[src/rtl/atconv_pkg.sv]
// Shared constants and types for the dilated-conv engine and its layer-memory readback path.
package atconv_pkg;

  localparam int unsigned AW = 12;
  localparam int unsigned DW = 13;

  localparam logic L0_SEL = 1'b0;
  localparam logic L1_SEL = 1'b1;

  localparam int unsigned L1_WORDS = 1024;
  localparam int unsigned L0_WORDS = 4096;

  typedef enum logic [1:0] {
    IDLE  = 2'd0,
    RUN   = 2'd1,
    DRAIN = 2'd2,
    DONE  = 2'd3
  } drain_state_e;

endpackage

[src/rtl/drain_fifo.sv]
// Synchronous FIFO for layer_drain. DEPTH must be a power of two. Reset clears the storage and the pointers.
module drain_fifo #(
  parameter int unsigned DEPTH = 4,
  parameter int unsigned W     = 14
) (
  input  logic                     clk,
  input  logic                     reset,
  input  logic                     push_i,
  input  logic [W-1:0]             wdata_i,
  input  logic                     pop_i,
  output logic [W-1:0]             rdata_o,
  output logic [$clog2(DEPTH):0]   count_o,
  output logic                     empty_o,
  output logic                     full_o
);

  localparam int unsigned PW = $clog2(DEPTH);
  localparam int unsigned CW = PW + 1;

  logic [W-1:0]  mem_q [DEPTH];
  logic [PW-1:0] wr_ptr_q, rd_ptr_q;
  logic [CW-1:0] count_q;
  logic          wr_en_c, rd_en_c;

  assign empty_o = (count_q == '0);
  assign full_o  = (count_q == CW'(DEPTH));
  assign count_o = count_q;
  assign rdata_o = mem_q[rd_ptr_q];

  // A push into a full FIFO is accepted only when a pop frees the head slot in the same cycle.
  assign wr_en_c = push_i && (!full_o || pop_i);
  assign rd_en_c = pop_i && !empty_o;

  always_ff @(posedge clk) begin
    if (reset) begin
      for (int i = 0; i < int'(DEPTH); i++) mem_q[i] <= '0;
      wr_ptr_q <= '0;
      rd_ptr_q <= '0;
      count_q  <= '0;
    end else begin
      if (wr_en_c) begin
        mem_q[wr_ptr_q] <= wdata_i;
        wr_ptr_q        <= wr_ptr_q + PW'(1);
      end
      if (rd_en_c) rd_ptr_q <= rd_ptr_q + PW'(1);
      case ({wr_en_c, rd_en_c})
        2'b10:   count_q <= count_q + CW'(1);
        2'b01:   count_q <= count_q - CW'(1);
        default: count_q <= count_q;
      endcase
    end
  end

endmodule

[src/rtl/layer_drain.sv]
// Reads a contiguous region of layer memory (L0/L1) and streams it out on valid/ready with a last marker.
// DRAIN_CHKSUM_EN adds a 16-bit running sum of the accepted stream words on port chksum.
module layer_drain #(
  parameter int unsigned READ_LAT   = 1,
  parameter int unsigned FIFO_DEPTH = 4,
  parameter int unsigned AW         = atconv_pkg::AW,
  parameter int unsigned DW         = atconv_pkg::DW
) (
  input  logic          clk,
  input  logic          reset,
  input  logic          start,
  input  logic          sel_in,
  input  logic [AW-1:0] base_addr,
  input  logic [AW:0]   length,
  output logic          busy,
  output logic          done,
  output logic          crd,
  output logic [AW-1:0] caddr_rd,
  input  logic [DW-1:0] cdata_rd,
  output logic          csel,
  output logic          out_valid,
  output logic [DW-1:0] out_data,
  output logic          out_last,
  input  logic          out_ready
`ifdef DRAIN_CHKSUM_EN
  ,
  output logic [15:0]   chksum
`endif
);

  import atconv_pkg::*;

  localparam int unsigned LW = AW + 1;
  localparam int unsigned CW = $clog2(FIFO_DEPTH) + 1;
  localparam int unsigned SW = $clog2(FIFO_DEPTH + READ_LAT) + 2;
  localparam int unsigned FW = DW + 1;

  drain_state_e state_q, state_d;

  logic                sel_q, sel_d;
  logic [AW-1:0]       next_addr_q, next_addr_d;
  logic [AW-1:0]       caddr_q, caddr_d;
  logic [LW-1:0]       len_q, len_d;
  logic [LW-1:0]       issued_q, issued_d;
  logic [LW-1:0]       push_cnt_q, push_cnt_d;
  logic [READ_LAT-1:0] pipe_q;
  logic                busy_q, busy_d;
  logic                done_q, done_d;
  logic                crd_q;
  logic                csel_q, csel_d;

  logic                issue_c, push_c, pop_c, credit_ok_c, push_last_c, head_last_c;
  logic                fifo_empty, fifo_full;
  logic [CW-1:0]       fifo_count;
  logic [FW-1:0]       fifo_rdata;

  // Every issued read that has not yet been accepted holds a FIFO credit.
  assign credit_ok_c = (SW'($countones(pipe_q)) + SW'(fifo_count)) < SW'(FIFO_DEPTH);
  assign push_c      = pipe_q[READ_LAT-1];
  assign push_last_c = (push_cnt_q == len_q - LW'(1));
  assign pop_c       = !fifo_empty && out_ready;

  always_ff @(posedge clk) begin
    if (reset) state_q <= IDLE;
    else       state_q <= state_d;
  end

  always_comb begin
    state_d     = state_q;
    sel_d       = sel_q;
    next_addr_d = next_addr_q;
    caddr_d     = caddr_q;
    len_d       = len_q;
    issued_d    = issued_q;
    push_cnt_d  = push_c ? push_cnt_q + LW'(1) : push_cnt_q;
    issue_c     = 1'b0;

    case (state_q)
      IDLE: begin
        if (start) begin
          sel_d       = sel_in;
          next_addr_d = base_addr;
          len_d       = length;
          issued_d    = '0;
          push_cnt_d  = '0;
          state_d     = (length == '0) ? DONE : RUN;
        end
      end
      RUN: begin
        issue_c = (issued_q != len_q) && credit_ok_c;
        if (issue_c) begin
          caddr_d     = next_addr_q;
          next_addr_d = next_addr_q + AW'(1);
          issued_d    = issued_q + LW'(1);
        end
        if (issued_d == len_q) state_d = DRAIN;
      end
      DRAIN: begin
        // The last-tagged word is the final FIFO entry, so its acceptance empties both pipe and FIFO.
        if (pop_c && head_last_c) state_d = DONE;
      end
      DONE: state_d = IDLE;
      default: state_d = IDLE;
    endcase

    busy_d = (state_d == RUN) || (state_d == DRAIN);
    done_d = (state_d == DONE);
    csel_d = busy_d ? sel_d : L0_SEL;
  end

  always_ff @(posedge clk) begin
    if (reset) begin
      sel_q       <= L0_SEL;
      next_addr_q <= '0;
      caddr_q     <= '0;
      len_q       <= '0;
      issued_q    <= '0;
      push_cnt_q  <= '0;
      pipe_q      <= '0;
      busy_q      <= 1'b0;
      done_q      <= 1'b0;
      crd_q       <= 1'b0;
      csel_q      <= L0_SEL;
    end else begin
      sel_q       <= sel_d;
      next_addr_q <= next_addr_d;
      caddr_q     <= caddr_d;
      len_q       <= len_d;
      issued_q    <= issued_d;
      push_cnt_q  <= push_cnt_d;
      pipe_q      <= READ_LAT'({pipe_q, issue_c});
      busy_q      <= busy_d;
      done_q      <= done_d;
      crd_q       <= issue_c;
      csel_q      <= csel_d;
    end
  end

  drain_fifo #(
    .DEPTH (FIFO_DEPTH),
    .W     (FW)
  ) u_fifo (
    .clk     (clk),
    .reset   (reset),
    .push_i  (push_c),
    .wdata_i ({push_last_c, cdata_rd}),
    .pop_i   (pop_c),
    .rdata_o (fifo_rdata),
    .count_o (fifo_count),
    .empty_o (fifo_empty),
    .full_o  (fifo_full)
  );

  always_ff @(posedge clk) begin
    if (!reset) begin
      assert (!(push_c && fifo_full && !pop_c))
        else $error("layer_drain: read return into a full FIFO");
    end
  end

  assign head_last_c = fifo_rdata[FW-1];
  assign busy        = busy_q;
  assign done        = done_q;
  assign crd         = crd_q;
  assign caddr_rd    = caddr_q;
  assign csel        = csel_q;
  assign out_valid   = !fifo_empty;
  assign out_data    = fifo_rdata[DW-1:0];
  assign out_last    = head_last_c && !fifo_empty;

`ifdef DRAIN_CHKSUM_EN
  logic [15:0] chk_q;

  always_ff @(posedge clk) begin
    if (reset)                           chk_q <= '0;
    else if ((state_q == IDLE) && start) chk_q <= '0;
    else if (pop_c)                      chk_q <= chk_q + 16'(out_data);
  end

  assign chksum = chk_q;
`endif

endmodule
[config.mk]
export PLATFORM = sky130hd
export DESIGN_NAME = layer_drain
export DESIGN_NICKNAME = d
export VERILOG_FILES = /design/src/rtl/atconv_pkg.sv /design/src/rtl/drain_fifo.sv /design/src/rtl/layer_drain.sv
export SDC_FILE = /design/constraint.sdc
export NUM_CORES = 1
export LEC_CHECK = 0
export ABC_AREA = 0
export BUFFER_PORTS_ARGS = -buffer_cell sky130_fd_sc_hd__buf_2
export CORE_ASPECT_RATIO = 0.7
export CORE_MARGIN = 10
export CORE_UTILIZATION = 45
export DETAILED_ROUTE_END_ITERATION = 16
export PLACE_DENSITY = 0.68
export SYNTH_ARGS = -nofsm -noshare
export SYNTH_HDL_FRONTEND = slang
export SYNTH_SLANG_ARGS = --single-unit
export TNS_END_PERCENT = 20
[constraint.sdc]
create_clock -name clk -period 4.9 [get_ports clk]
set_input_delay 1.47 -clock clk [delete_from_list [all_inputs] [get_ports clk]]
set_output_delay 1.47 -clock clk [all_outputs]
set_load 0.01 [all_outputs]
# Word-level counts from Yosys, hierarchy flattened
# Memory sizes are Yosys's and may differ from the RTL's. A register that Yosys moved wholly into a read port is not among the register bits.
# Index checks and enable logic that the tools add are counted.
# totals
ff_bits	77
ramBits	56
inputBits	43
mem_count	1
# op_classes
n_addsub	9
n_lt_le_gt_ge	1
n_eq_ne	14
muxes	28
bitwise	2
n_reduce_logical	22
# mem_list
memory	depth	width	rd	rd_ports_with_merged_regs	wr	line	source
u_fifo.mem_q	4	14	1	1	4	drain_fifo.sv:20	logic [W-1:0] mem_q [DEPTH];
# ops
op	n
13-bit 2-to-1 mux	6
13-bit by 1-bit adder with 13-bit output, second input constant	2
13-bit == test	2
13-bit one-hot mux with 2 select lines	1
12-bit 2-to-1 mux	2
12-bit one-hot mux with 2 select lines	1
14-bit 2-to-1 mux	1
2-bit 2-to-1 mux	7
14-bit OR reduction	1
13-bit logical NOT	1
13-bit != test	1
13-bit by 1-bit subtractor with 13-bit output, second input constant	1
12-bit by 1-bit adder with 12-bit output, second input constant	1
2-bit == test, second input constant	5
1-bit 2-to-1 mux	8
2-bit one-hot mux with 4 select lines	1
2-bit by 1-bit == test with 1-bit output, second input constant	3
1-bit logical AND	6
3-bit one-hot mux with 2 select lines	1
2-bit AND reduction	3
1-bit by 3-bit adder with 4-bit output	1
2-bit by 1-bit adder with 2-bit output, second input constant	2
4-bit by 3-bit < comparator with 1-bit output, second input constant	1
2-bit != test, second input constant	2
other kinds (11)	16

# Longest topological paths before layout
# Gate-level depths: netlist of the first run.
# depth
ltp_word	12
depth_mapped	10
ltp_nobuf	10

# Hierarchy
# From an unflattened synthesis of the first run, not the netlist that was laid out.
# hier_totals
cells_unflattened	707
area_unflattened_um2	6874.1
# modules_own_cells
mod	n_inst	cells_each	area_each_um2	seq_area_each_um2
layer_drain	1	519	4011.3	1401.3
drain_fifo	1	188	2862.7	1861.8

# Worst setup path after synthesis of the first run
# Ideal clock, no wire load.
# synth_path
kind	input -> register
from	input out_ready
to	register u_fifo.count_q[2], in the netlist u_fifo.count_o[2]
setup_ns	0.070
arrival_ns	3.307
required_time_ns	4.830
slack_ns	1.522
cell_stages	7
path_buffers	0
cell_sequence	o41ai_1 ha_1 inv_1 fa_1 xor2_1 or3_1 a21oi_1
# synth_via
elab_chain_cells	5
elab_cells_between_ends	8
classes_between	2 x eq/ne; 1 x mux; 5 x reduce/logical
# synth_lines
element	line	source
from (decl)	layer_drain.sv:24	input logic out_ready
1-bit logical AND (*)	layer_drain.sv:61	assign pop_c = !fifo_empty && out_ready;
1-bit logical OR	drain_fifo.sv:31	assign wr_en_c = push_i && (!full_o || pop_i);
1-bit logical AND	drain_fifo.sv:31	
2-bit by 1-bit == test with 1-bit output or 2-bit == test (tied branches)	drain_fifo.sv:46	case ({wr_en_c, rd_en_c})
3-bit one-hot mux with 2 select lines or 2-bit nonzero test (tied branches)	n/a	
to (signal assigned)	drain_fifo.sv:47	2'b10: count_q <= count_q + CW'(1);
to (signal assigned)	drain_fifo.sv:48	2'b01: count_q <= count_q - CW'(1);
to (signal assigned)	drain_fifo.sv:49	default: count_q <= count_q;
to (decl)	drain_fifo.sv:22	logic [CW-1:0] count_q;
# Every way passes the cells marked *; elsewhere a longest branch is shown, timed or not.
# A chain may end at the register's enable or synchronous reset.

==> flow_summary.ini, run 1 <==
[floorplan]
die_y_um = 122
core_area_sq_um = 14700
io_pins = 74
start_util_pct = 45.9
die-area_sq_um = 20400
die_w_um = 166
placementRows = 37

[synthesis]
synthSimpleGateAreaFrac_pct = 22.8
netlist_top_cells_count = 79 x dfxtp_1, 78 x nand2_1, 57 x a21oi_1, 57 x and2_1, 56 x edfxtp_1
synth_top_area_share_pct = 24.9
synth.avg_cell_area_sq_um = 9.77
yosys_warnings = 0
yosysMostFrequentCell = dfxtp_1
synth_cell_types = 60
synth_top_family_by_area = simple AND/OR/NAND/NOR gates
ys_async_sr_fraction_pct = 0
yosysTopAreaCell = edfxtp_1
synthAdderAreaFrac_pct = 1.41
synth-xor-area-share_pct = 6.85
ys_dominant_reg_cell = dfxtp_1
syn_area_sq_um = 6740
synthTopCellsByArea = edfxtp_1 25%, dfxtp_1 23%, and2_1 5.3%, mux4_2 4.7%, nand2_1 4.3%
synth_mux_area_share_pct = 5.59
yosys_register_bits = 135
synth_edf_count = 56
synthCells = 690
syn_nets = 740
synth-compound-area-share_pct = 11.2
ys_seq_area_share_pct = 48.4

[routing]
dr.pass1.iters = 5
wirelength_mm = 16.4
routedWlPerCell_um = 17.2
via_per_inst = 5.59
detail-route-antenna-nets = 0
vias = 5332
drcViolationCount = 0
drt-initial-drc-count = 460

[grt]
grt_max_degree = 67
grt-ovfl-total = 0
antenna_found_initial = 0
track_usage_pct = 15.9
first_global_vias = 5279
grt_first_pass_wirelength_mm = 26.7

[timing]
slew_headroom_pct = 39.0
clock.fmax_mhz = 290
setup_viol = 0
period_share_pct = 70.3
hold_viol = 0
tightest_slew_ps = 904
rsz0062_at_grt = no
worst_slack_ps = 1450
slew_violations = 0
min_period_ps = 3450
skew_ps = 8.63
tns_ps = 0
timing.hold.ws_ps = 459

[finish]
area_growth_pct = 15.5
drive_above_1_share_pct = 19.1
nets = 795
fillers = 1250
fin_cells = 953
antenna_cells = 0

[worst_hold_path]
hold_class = flip-flop to flip-flop

[power_and_ir_drop]
p_int_mw = 2.25
combPwrFrac_pct = 22.1
power.share.clock_pct = 36.4
powerDensity_nw_per_um2 = 426
p_switching_mw = 1.07
irDropWorstVdd_mv = 0.321
leakage_nw = 2.94
swShare_pct = 32.2
seq_power_share_pct = 41.5

[placed_design]
dp.cells = 921
finalWeightedCongestion = 0.874
dp_hpwl_mm = 11.7
place_ws_ps = 1130
numPortBuffers = 73

[clock_tree]
cts_root_buffer = clkbuf_16
ctsHoldBuffers = 0
cts_resized = 0
clkLatencyLatePin_ps = 420
cts_buffers = 17
cts.sinks = 135
clk_pin_slew_worst_paths_ps = 60
cts_tree = built
htree_levels = 4
cts_buffer_depth = 2
cts_setup_buffers = 0

[worst_setup_path]
cp.required_ps = 3430
critPathLaunchType = flip-flop
path_class = flip-flop to output port
worstPathMaxFanout = 14
arrival_ps = 1980
endpoint_kind = output port

[status]
status = finished, final reports clean

[run]
maxCapViolations = 0
## stage by stage
step / power [mW] / utilization [%] / area (sq um)
floorplan: 1.91 / - / 6740
global placement: 2.11 / 49.3 / 7230
detailed placement: 2.13 / 49.3 / 7230
CTS: 3.34 / 53.1 / 7790
global route: 3.49 / 53.1 / 7790
finish: 3.32 / 53.1 / 7790
## worst max-delay path, stage by stage, from the launching register on
cell and delay [ps]:
dfxtp_1 770, mux4_2 480, and2_1 180, buf_2 130
## metal layers
| metal | routed length, um | part of all wire [%] | GRT usage, % |
|---|---|---|---|
| met1 | 7590 | 46 | 20.9 |
| met2 | 7500 | 46 | 25.3 |
| met3 | 1040 | 6.4 | 4.22 |
| met4 | 248 | 1.5 | 5.31 |
| met5 | 0 | 0 | 0 |
## logic make-up after synthesis
family | Yosys count
simple gates | 291
flops | 135
xor+xnor | 51
buf+inv | 64
fa+ha+maj | 7
compound gates | 122
mux | 20
## area by class of cell
cell class | count | area, sq um | share of cell area (%)
multi-input combinational | 491 | 3230 | 41.4
clock buffer | 17 | 425 | 5.46
clock inverter | 15 | 131 | 1.69
tap | 195 | 244 | 3.13
inverter | 19 | 71.3 | 0.916
sequential | 135 | 3260 | 41.9
timing repair buffer | 81 | 425 | 5.46
## sequential cells by signal (all words and copies together) (netlist names), 2 cells and up, named ones only
register,count
u_fifo.rd_ptr_q,2
next_addr_q,12
u_fifo.wr_ptr_q,2
u_fifo.mem_q,56
len_q,13
caddr_rd,12
push_cnt_q,13
u_fifo.count_o,3
state_q,2
issued_q,13
## path summary, 6_finish.rpt
kind / cells past startpoint / to / slack (ps) / from
worst max register to register: 7 / next_addr_q[9]$_SDFFE_PP0P_ / 1620 / len_q[5]$_SDFFE_PP0P_
worst min register to register: 2 / caddr_rd[1]$_SDFFE_PP0P_ / 460 / caddr_rd[1]$_SDFFE_PP0P_
worst min-delay path: 2 / caddr_rd[1]$_SDFFE_PP0P_ / 460 / caddr_rd[1]$_SDFFE_PP0P_
worst max-delay path: 3 / out_last / 1450 / flip-flop
## cell usage in the layout, fill, tap and decap left out, types with 3 or more instances in the layout
master	instances
a211oi_1	8
o21ai_0	14
o211ai_1	7
nor3_1	13
or3_1	8
nand4_1	7
nand3_1	20
clkbuf_16	17
o22ai_1	7
and2_1	57
nand2_1	78
nor3b_1	4
inv_1	19
buf_4	8
nor4_1	6
o32ai_1	3
or2_2	8
nor2_1	51
inv_8	4
edfxtp_1	56
mux2i_1	5
and3_1	9
inv_6	7
dfxtp_1	79
a21oi_1	57
xor2_1	25
nor4b_1	3
mux4_2	14
xnor2_1	25
a41oi_1	4
a31oi_1	5
nor2b_1	8
ha_1	6
buf_2	73
nand2b_1	4
## power by group through the flow
stage / Combinational (mW) / Sequential, mW / Clock (mW)
after CTS: 0.737 / 1.38 / 1.22
after floorplan: 0.553 / 1.36 / 0
after detailed placement: 0.731 / 1.40 / 0
final: 0.735 / 1.38 / 1.21
after global placement: 0.712 / 1.40 / 0
after global routing: 0.817 / 1.39 / 1.28
Note: power is estimated with default switching activity, not from simulation.
==> run 2: changes to the inputs <==
clock period = 3.55 ns   (was 4.9 ns; I/O delays follow)
==> run 2 against run 1 <==
Wire length is 2.0% higher. First-iteration DRC count grew 12%. Clock power grew 41%. Total power rose by 40%. Clock skew rose by 0.99 ps. Final area increased by 0.77%. Sequential cell count unchanged. Global-route usage rose by 0.37 points. Critical path depth grew 6. Die area is the same. Critical path type is now flip-flop to flip-flop. Critical endpoint is now busy$_SDFF_PP0_.
==> flow_summary.ini, run 2 (synthesis results as in run 1) <==
[worst_setup_path]
cp_slowest_cell = or4b_1
r2r_slack_ps = 520
worstPathMaxFanout = 12
slowest_delay_ps = 560
worstPathCellList = a31o_4 -> nor3_2 -> a21oi_1 -> nor4_2 -> a41oi_1 -> or4b_1 -> o22ai_1 -> ha_1 -> nor2b_1
critPathLaunchType = flip-flop
arrival_ps = 3320
path_class = flip-flop to flip-flop
cp.required_ps = 3840
endpoint_kind = flip-flop

[timing]
clock.fmax_mhz = 330
slew_headroom_pct = 54.5
slew_violations = 0
tightest_slew_ps = 682
tns_ps = 0
hold_viol = 0
skew_ps = 9.62
min_period_ps = 3030
worst_slack_ps = 521
rsz0062_at_grt = no
period_share_pct = 85.3
setup_viol = 0

[power_and_ir_drop]
total_power_mw = 4.65
p_int_mw = 3.14
seq_power_share_pct = 41.1
combPwrFrac_pct = 22.2
power.share.clock_pct = 36.7
p_switching_mw = 1.51
swShare_pct = 32.5
irDropWorstVdd_mv = 0.400
powerDensity_nw_per_um2 = 592
leakage_nw = 2.96

[clock_tree]
clkLatencyLatePin_ps = 420
cts_buffer_depth = 2
clk_pin_slew_worst_paths_ps = 60
cts_resized = 0
cts.sinks = 135
ctsHoldBuffers = 0
htree_levels = 4
cts_setup_buffers = 0
cts_buffers = 17
cts_tree = built
cts_root_buffer = clkbuf_16

[grt]
grtUsageMet1_pct = 22.0
grt_use_met3_pct = 4.15
busiest_layer = met2
first_global_vias = 5224
grt_max_degree = 49
grt-ovfl-total = 0
use_met2_pct = 25.6
track_usage_pct = 16.3
antenna_found_initial = 0
grt_first_pass_wirelength_mm = 27.2

[routing]
routedWlPerCell_um = 17.4
detail-route-antenna-nets = 0
dr.pass1.iters = 5
wirelength_mm = 16.7
drcViolationCount = 0
vias = 5329
drt-initial-drc-count = 515
via_per_inst = 5.56

[floorplan]
placementRows = 37
io_pins = 74
die_y_um = 122
die_w_um = 166
core_area_sq_um = 14700
start_util_pct = 45.9
die-area_sq_um = 20400

[finish]
final_common_cell = dfxtp_1
antenna_cells = 0
largest_register = u_fifo.mem_q
multi_input_area_sq_um = 3230
fillers = 1286
final_util_pct = 53.5
nets = 800
final_cell_mix = 79 x dfxtp_1, 78 x nand2_1, 73 x buf_2, 57 x and2_1, 57 x a21oi_1
stdcell_area_sq_um = 7850
area_growth_pct = 16.4
ff_latch_area_sq_um = 3260
largest_reg_flops = 56
drive_above_1_share_pct = 19.8

[placed_design]
dp_hpwl_mm = 12.0
numPortBuffers = 73
dpl_cell_area_sq_um = 7270
place_ws_ps = 570
finalWeightedCongestion = 0.909

[run]
maxCapViolations = 0

[status]
status = finished, final reports clean

[worst_hold_path]
hold_class = flip-flop to flip-flop
[run 2: final timing paths]
path / endpoint / depth (start not counted) / from
max reg2reg: busy$_SDFF_PP0_ / 9 / crd$_SDFF_PP0_
min: caddr_rd[4]$_SDFFE_PP0P_ / 2 / caddr_rd[4]$_SDFFE_PP0P_
min reg2reg: caddr_rd[4]$_SDFFE_PP0P_ / 2 / caddr_rd[4]$_SDFFE_PP0P_
max: busy$_SDFF_PP0_ / 9 / crd$_SDFF_PP0_
[run 2: metal layers]
layer | up-vias | wire length (um)
met1 | 2571 | 7900
li1 | 2574 | -
met2 | 169 | 7660
met5 | - | 0
met3 | 15 | 946
met4 | 0 | 189
[run 2: area by class of cell]
type / count / share of cell area, %
inverter: 19 / 0.909
tap: 195 / 3.11
multi-input combinational: 491 / 41.1
sequential: 135 / 41.6
timing repair buffer: 86 / 5.90
clock inverter: 15 / 1.96
clock buffer: 17 / 5.42
[run 2: power by group through the flow]
stage | clock network, mW | logic, mW | registers [mW]
finish | 1.71 | 1.03 | 1.91
detailed placement | 0 | 1.03 | 1.94
floorplan | 0 | 0.763 | 1.88
global placement | 0 | 1.01 | 1.93
CTS | 1.74 | 1.03 | 1.91
global route | 1.82 | 1.14 | 1.93
[run 2: worst max-delay path, delay by kind of cell (launching register included)]
family,cells,cell delay (ps)
AOI/OAI and AO/OA,4,860
adders and majority gates,1,270
DFF,1,460
and+or+nand+nor,4,1320
[run 2: stage by stage]
stage,hold slack (ps),cells
floorplan,434,690
global placement,445,926
detailed placement,447,926
CTS,456,958
global route,485,958
finish,453,958
